File: config.mk
export PLATFORM = sky130hd
export DESIGN_NAME = exec_stage_md
export DESIGN_NICKNAME = d
export VERILOG_FILES = /design/src/rtl/exec_stage_md.sv
export SDC_FILE = /design/constraint.sdc
export NUM_CORES = 1
export LEC_CHECK = 0
export ABC_AREA = 1
export CELL_PAD_IN_SITES_DETAIL_PLACEMENT = 1
export CELL_PAD_IN_SITES_GLOBAL_PLACEMENT = 2
export CORE_MARGIN = 5
export CORE_UTILIZATION = 31
export CTS_BUF_LIST = sky130_fd_sc_hd__clkbuf_4
export CTS_CLUSTER_DIAMETER = 80
export DETAILED_ROUTE_END_ITERATION = 16
export GPL_TIMING_DRIVEN = 0
export PLACE_DENSITY = 0.88
export RECOVER_POWER = 100
export SLEW_MARGIN = 20
export SYNTH_ARGS = -nofsm -noshare
export SYNTH_HDL_FRONTEND = slang
export SYNTH_SLANG_ARGS = --single-unit
File: constraint.sdc
create_clock -name clk -period 5.4 [get_ports clk]
set_input_delay 0.81 -clock clk [delete_from_list [all_inputs] [get_ports clk]]
set_output_delay 0.81 -clock clk [all_outputs]
set_load 0.01 [all_outputs]
File: src/rtl/exec_stage_md.sv
// exec_stage_md: TP4 EX stage with forwarding, single-cycle ALU and iterative mul/div (DIV/DIVU only when EXE_DIV_EN is defined)
module exec_stage_md #(
  parameter int W = 32,
  parameter int RW = 5,
  localparam int SH = $clog2(W)
) (
  input  logic          clk,
  input  logic          rst,
  input  logic          in_valid,
  output logic          in_ready,
  input  logic [4:0]    in_op,
  input  logic [W-1:0]  in_a,
  input  logic [W-1:0]  in_b,
  input  logic [W-1:0]  in_imm,
  input  logic          in_use_imm,
  input  logic [SH-1:0] in_shamt,
  input  logic          in_sh_var,
  input  logic [RW-1:0] in_rs,
  input  logic [RW-1:0] in_rt,
  input  logic [RW-1:0] in_rd,
  input  logic          in_wr,
  input  logic [RW-1:0] mem_rd,
  input  logic          mem_wr,
  input  logic [W-1:0]  mem_data,
  input  logic [RW-1:0] wb_rd,
  input  logic          wb_wr,
  input  logic [W-1:0]  wb_data,
  input  logic          stall_in,
  output logic          out_valid,
  output logic [W-1:0]  out_result,
  output logic [W-1:0]  out_storeb,
  output logic [RW-1:0] out_rd,
  output logic          out_wr,
  output logic          busy
);
  localparam int CW = $clog2(W + 1);
  typedef enum logic [1:0] {IDLE, RUN, DONE} st_t;
  st_t st_q, st_d;
  logic [CW-1:0] cnt_q, cnt_d;
  logic [W-1:0] acc_q, acc_d, sr_q, sr_d, mb_q, mb_d, hi_q, hi_d, lo_q, lo_d;
  logic [W-1:0] res_q, res_d, stb_q, stb_d;
  logic [RW-1:0] rd_q, rd_d;
  logic negp_q, negp_d, ov_q, ov_d, ow_q, ow_d;
`ifdef EXE_DIV_EN
  logic div_q, div_d, negr_q, negr_d, negr;
  logic [W:0] rem_sh;
  logic [W-1:0] rem_sub;
`endif
  logic [W-1:0] fwd_a, fwd_b, alu_b, alu_res, ma, mb, fin_hi, fin_lo, step_acc, step_sr;
  logic [SH-1:0] sh;
  logic wr_ok, is_md, sgn, na, nb, negp;
  logic [W:0] mul_sum;
  logic [2*W-1:0] prod;
  always_comb begin
    fwd_a = (mem_wr && mem_rd == in_rs && in_rs != '0) ? mem_data :
            (wb_wr && wb_rd == in_rs && in_rs != '0) ? wb_data : in_a;
    fwd_b = (mem_wr && mem_rd == in_rt && in_rt != '0) ? mem_data :
            (wb_wr && wb_rd == in_rt && in_rt != '0) ? wb_data : in_b;
    alu_b = in_use_imm ? in_imm : fwd_b;
    sh = in_sh_var ? fwd_a[SH-1:0] : in_shamt;
  end
  always_comb begin
    alu_res = '0;
    wr_ok = 1'b1;
    case (in_op)
      5'd0: alu_res = fwd_a + alu_b;
      5'd1: alu_res = fwd_a - alu_b;
      5'd2: alu_res = fwd_a & alu_b;
      5'd3: alu_res = fwd_a | alu_b;
      5'd4: alu_res = fwd_a ^ alu_b;
      5'd5: alu_res = ~(fwd_a | alu_b);
      5'd6: alu_res = {{(W-1){1'b0}}, $signed(fwd_a) < $signed(alu_b)};
      5'd7: alu_res = {{(W-1){1'b0}}, fwd_a < alu_b};
      5'd8: alu_res = fwd_b << sh;
      5'd9: alu_res = fwd_b >> sh;
      5'd10: alu_res = $signed(fwd_b) >>> sh;
      5'd11: alu_res = alu_b << (W / 2);
      5'd12: alu_res = hi_q;
      5'd13: alu_res = lo_q;
      default: wr_ok = 1'b0;
    endcase
  end
  always_comb begin
    sgn = ~in_op[0];
    na = sgn & fwd_a[W-1];
    nb = sgn & fwd_b[W-1];
    ma = na ? -fwd_a : fwd_a;
    mb = nb ? -fwd_b : fwd_b;
    negp = na ^ nb;
`ifdef EXE_DIV_EN
    negr = na;
    is_md = in_op >= 5'd14 && in_op <= 5'd17;
    if (in_op[4] && fwd_b == '0) begin
      ma = fwd_a;
      negp = 1'b0;
      negr = 1'b0;
    end
`else
    is_md = in_op == 5'd14 || in_op == 5'd15;
`endif
  end
  always_comb begin
    mul_sum = {1'b0, acc_q} + {1'b0, mb_q & {W{sr_q[0]}}};
    step_acc = mul_sum[W:1];
    step_sr = {mul_sum[0], sr_q[W-1:1]};
    prod = negp_q ? -{acc_q, sr_q} : {acc_q, sr_q};
    fin_hi = prod[2*W-1:W];
    fin_lo = prod[W-1:0];
`ifdef EXE_DIV_EN
    rem_sh = {acc_q, sr_q[W-1]};
    rem_sub = rem_sh[W-1:0] - mb_q;
    if (div_q) begin
      step_acc = rem_sh >= {1'b0, mb_q} ? rem_sub : rem_sh[W-1:0];
      step_sr = {sr_q[W-2:0], rem_sh >= {1'b0, mb_q}};
      fin_lo = negp_q ? -sr_q : sr_q;
      fin_hi = negr_q ? -acc_q : acc_q;
    end
`endif
  end
  always_comb begin
    st_d = st_q;
    cnt_d = cnt_q;
    acc_d = acc_q;
    sr_d = sr_q;
    mb_d = mb_q;
    negp_d = negp_q;
    hi_d = hi_q;
    lo_d = lo_q;
    ov_d = ov_q;
    ow_d = ow_q;
    res_d = res_q;
    stb_d = stb_q;
    rd_d = rd_q;
`ifdef EXE_DIV_EN
    div_d = div_q;
    negr_d = negr_q;
`endif
    if (!stall_in) begin
      ov_d = 1'b0;
      ow_d = 1'b0;
      case (st_q)
        IDLE: if (in_valid && is_md) begin
          st_d = RUN;
          cnt_d = CW'(W);
          acc_d = '0;
          sr_d = ma;
          mb_d = mb;
          negp_d = negp;
`ifdef EXE_DIV_EN
          div_d = in_op[4];
          negr_d = negr;
`endif
        end else if (in_valid) begin
          ov_d = 1'b1;
          ow_d = in_wr & wr_ok;
          res_d = alu_res;
          stb_d = fwd_b;
          rd_d = in_rd;
        end
        RUN: begin
          acc_d = step_acc;
          sr_d = step_sr;
          cnt_d = cnt_q - CW'(1);
          st_d = cnt_q == CW'(1) ? DONE : RUN;
        end
        DONE: begin
          st_d = IDLE;
          hi_d = fin_hi;
          lo_d = fin_lo;
          ov_d = 1'b1;
          res_d = fin_lo;
          stb_d = '0;
          rd_d = '0;
        end
        default: st_d = IDLE;
      endcase
    end
  end
  always_ff @(posedge clk) begin
    if (rst) begin
      st_q <= IDLE;
      cnt_q <= '0;
      acc_q <= '0;
      sr_q <= '0;
      mb_q <= '0;
      negp_q <= 1'b0;
      hi_q <= '0;
      lo_q <= '0;
      ov_q <= 1'b0;
      ow_q <= 1'b0;
      res_q <= '0;
      stb_q <= '0;
      rd_q <= '0;
`ifdef EXE_DIV_EN
      div_q <= 1'b0;
      negr_q <= 1'b0;
`endif
    end else begin
      st_q <= st_d;
      cnt_q <= cnt_d;
      acc_q <= acc_d;
      sr_q <= sr_d;
      mb_q <= mb_d;
      negp_q <= negp_d;
      hi_q <= hi_d;
      lo_q <= lo_d;
      ov_q <= ov_d;
      ow_q <= ow_d;
      res_q <= res_d;
      stb_q <= stb_d;
      rd_q <= rd_d;
`ifdef EXE_DIV_EN
      div_q <= div_d;
      negr_q <= negr_d;
`endif
    end
  end
  assign in_ready = ~stall_in & (st_q == IDLE);
  assign busy = st_q != IDLE;
  assign out_valid = ov_q;
  assign out_wr = ow_q;
  assign out_result = res_q;
  assign out_storeb = stb_q;
  assign out_rd = rd_q;
endmodule

==> out/qor.yml <==
max_freq_ghz: 0.187
fillCellCount: 11600
setup_viol: 0
synth_compound_area_share_pct: 22.9
grt_pass1_wl_mm: 249
cp_slowest_stage_delay_ns: 0.57
fin_crit_sh_pct: 98.8
synth_top_flop_cell: "dfxtp_1"
die_w_um: 302
cts_tree: "done"
placement_rows: 107
syn_inst: 4651
io_pins: 277
clk_pin_slew_ns: 0.07
synth_top_family_by_area: "simple AND/OR/NAND/NOR gates"
clock_tree.root_cell: "clkbuf_4"
async_flop_share_pct: 0
slowest_stage: "clkdlybuf4s50_1"
portBuffers: 274
start_util_pct: 31.2
finalHoldWorstSlack_ns: 0.468
yosysSeqAreaShare_pct: 18.2
post_synth.cell_area_avg_um2: 5.69
leakagePower_uw: 0.0153
die_height_um: 302
antenna_found_initial: 11
synth_largest_area_cell: "dfxtp_1"
overflow: 0
routed_wl_mm: 179
yosysTopAreaCellShare_pct: 18.2
worstMarginPinSlew_ns: 1.15
drv_cap: 0
synth_enable_flop_cells: 0
slew_viol_final: 0
wl_per_cell_um: 29.0
drive_gt1_share_pct: 8.52
numCtsBuffers: 67
post_synth_instance_area_mm2: 0.0264
synth_warnings: 0
cp.arrival_ns: 6.01
cp-start-kind: "input pin"
min_path_type: "flip-flop to flip-flop"
p_total_uw: 6500
syn-num-nets: 4998
final_common_cell: "nand2_1"
clk_latency_ns: 0.85
fin_worst_skew_ns: 0.0918
drt-initial-drc-count: 3620
r2r_start: "st_q[1]"
synthTopCellsByArea: "dfxtp_1 18%, nand2_1 16%, nand3_1 10%, inv_1 8.2%, a21oi_1 8.0%"
r2r_setup_slack_ns: 0.41
cts.sinks: 240
whs_endpoint: "out_storeb[8]"
die_area_mm2: 0.0913
grtUsageTotal_pct: 37.6
fin_tns_setup_ns: 0
status: "completed"
synth_cell_types: 57
nNetsFinal: 5343
peakVddDrop_mv: 0.141
place_hpwl_mm: 151
rsz0062_at_grt: "true"
slew_headroom_pct: 23.1
multiInputGateArea_mm2: 0.0189
p_per_area_mw_per_mm2: 202
crit_required_ns: 6.07
rr_worst_depth: 12
holdPathStages: 2
synthToLayoutAreaGrowth_pct: 21.8
viasPerCell: 5.78
gp_congestion: 1.01
fp.coreArea_mm2: 0.0849
min_from: "out_storeb[8]"
r2r_end: "out_result[19]"
hold_viol: 0
cts_max_level: 3
ant_nets: 0
cts.path.max_buffers: 3
grt_start_max_net_pins: 11
cts_hold_buf: 0
synthXorXnorAreaFrac_pct: 2.91
synthMuxAreaShare_pct: 0
synth-simple-area-share_pct: 36.6
setup_slack_ns: 0.0662
dr.pass1.iters: 5
crit_path_max_fanout: 10
yosys.area_share.adder_pct: 6.85
seqCellArea_mm2: 0.00480
cp-end-kind: "flip-flop"
vias: 35700
final_cell_mix: "1143 x nand2_1, 575 x inv_1, 548 x nand3_1"
min_period_ns: 5.33
grt_pass1_vias: 34400
drc: 0
post-place-ws_ns: -1.91
crit_type: "input pin to flip-flop"
synth_seq_cells: 240
## area by class of cell
type | count | area share [%]
multi-input cells | 3569 | 58.8
flip-flops and latches | 240 | 14.9
repair buffers | 290 | 8.97
inverters | 615 | 7.20
well taps | 1144 | 4.44
plain buffers | 213 | 3.07
clock buffers | 91 | 2.12
clock inverters | 16 | 0.462
diodes | 8 | 0.0621
## worst max-delay path: cells and delay by family
family | cells | cell delay (ns)
simple gates | 12 | 1.97
buf+inv | 6 | 1.59
fa+ha+maj | 1 | 0.48
compound gates | 7 | 1.14
## routing by layer
| layer | track usage (%) | wire, µm | up-vias |
|---|---|---|---|
| met5 | 0 | 27 | - |
| met3 | 7.89 | 17100 | 300 |
| met4 | 16.8 | 9770 | 4 |
| met1 | 52.1 | 78200 | 17500 |
| li1 | - | - | 16100 |
| met2 | 56.0 | 74300 | 1829 |
## report_power, final
| part | internal [µW] | total [µW] | leakage (µW) | switching (µW) |
|---|---|---|---|---|
| clock network | 918 | 1790 | 0.000490 | 875 |
| registers | 1810 | 1840 | 0.00194 | 27.0 |
| logic | 808 | 2870 | 0.0128 | 2060 |
| total | 3530 | 6500 | 0.0153 | 2960 |
## synthesized netlist by cell type (all sizes together), types with 44 or more instances
library cell,count
clkbuf,135
o21ai,451
o211ai,46
nor2,352
nand3,556
a21oi,433
buf,92
ha,140
or2,48
dfxtp,240
inv,609
xor2,72
nand2,1169
nor3,44
## flip-flops by register name (all words and copies together) (netlist names), 2 cells and up
| register | count |
|---|---|
| acc_q | 32 |
| st_q | 2 |
| mb_q | 32 |
| cnt_q | 6 |
| out_result | 32 |
| out_storeb | 32 |
| lo_q | 32 |
| sr_q | 32 |
| hi_q | 32 |
| out_rd | 5 |
## timing repair
item / in CTS / in global routing
setup endpoints to repair: 23 / 19
pin swaps: 3 / 7
hold endpoints to repair: 0 / 0
setup buffers: 2 / 8
gates resized for setup: 110 / 89
gates cloned: 0 / 0
## worst max-delay path by stage
stage                   from              to  cells past startpoint
floorplan           in_rt[0]  out_result[22]                     32
global placement    wb_rd[4]  out_result[12]                     29
detailed placement  in_rt[3]  out_result[17]                     29
CTS                 wb_rd[4]  out_result[22]                     32
global route        wb_rd[4]  out_result[27]                     30
finish              wb_rd[4]  out_result[26]                     26
## per-stage QoR
stage / area, µm² / instances / util [%]
global placement: 30600 / 6069 / 36.1
finish: 32200 / 6186 / 38.0
floorplan: 26400 / 4651 / -
global route: 32200 / 6184 / 38.0
detailed placement: 30700 / 6075 / 36.2
CTS: 31800 / 6176 / 37.5
## kinds of logic (layout without fill, tap and decap cells)
kind of cell / Yosys count / count (layout)
flip-flops: 240 / 240
other: 0 / 8
adder cells (fa/ha/maj): 143 / 143
AND/OR/NAND/NOR: 2251 / 2251
buffers and inverters: 842 / 1225
XOR/XNOR: 88 / 88
AO/OA/AOI/OAI: 1087 / 1087
Note: power is estimated with default switching activity, not from simulation.
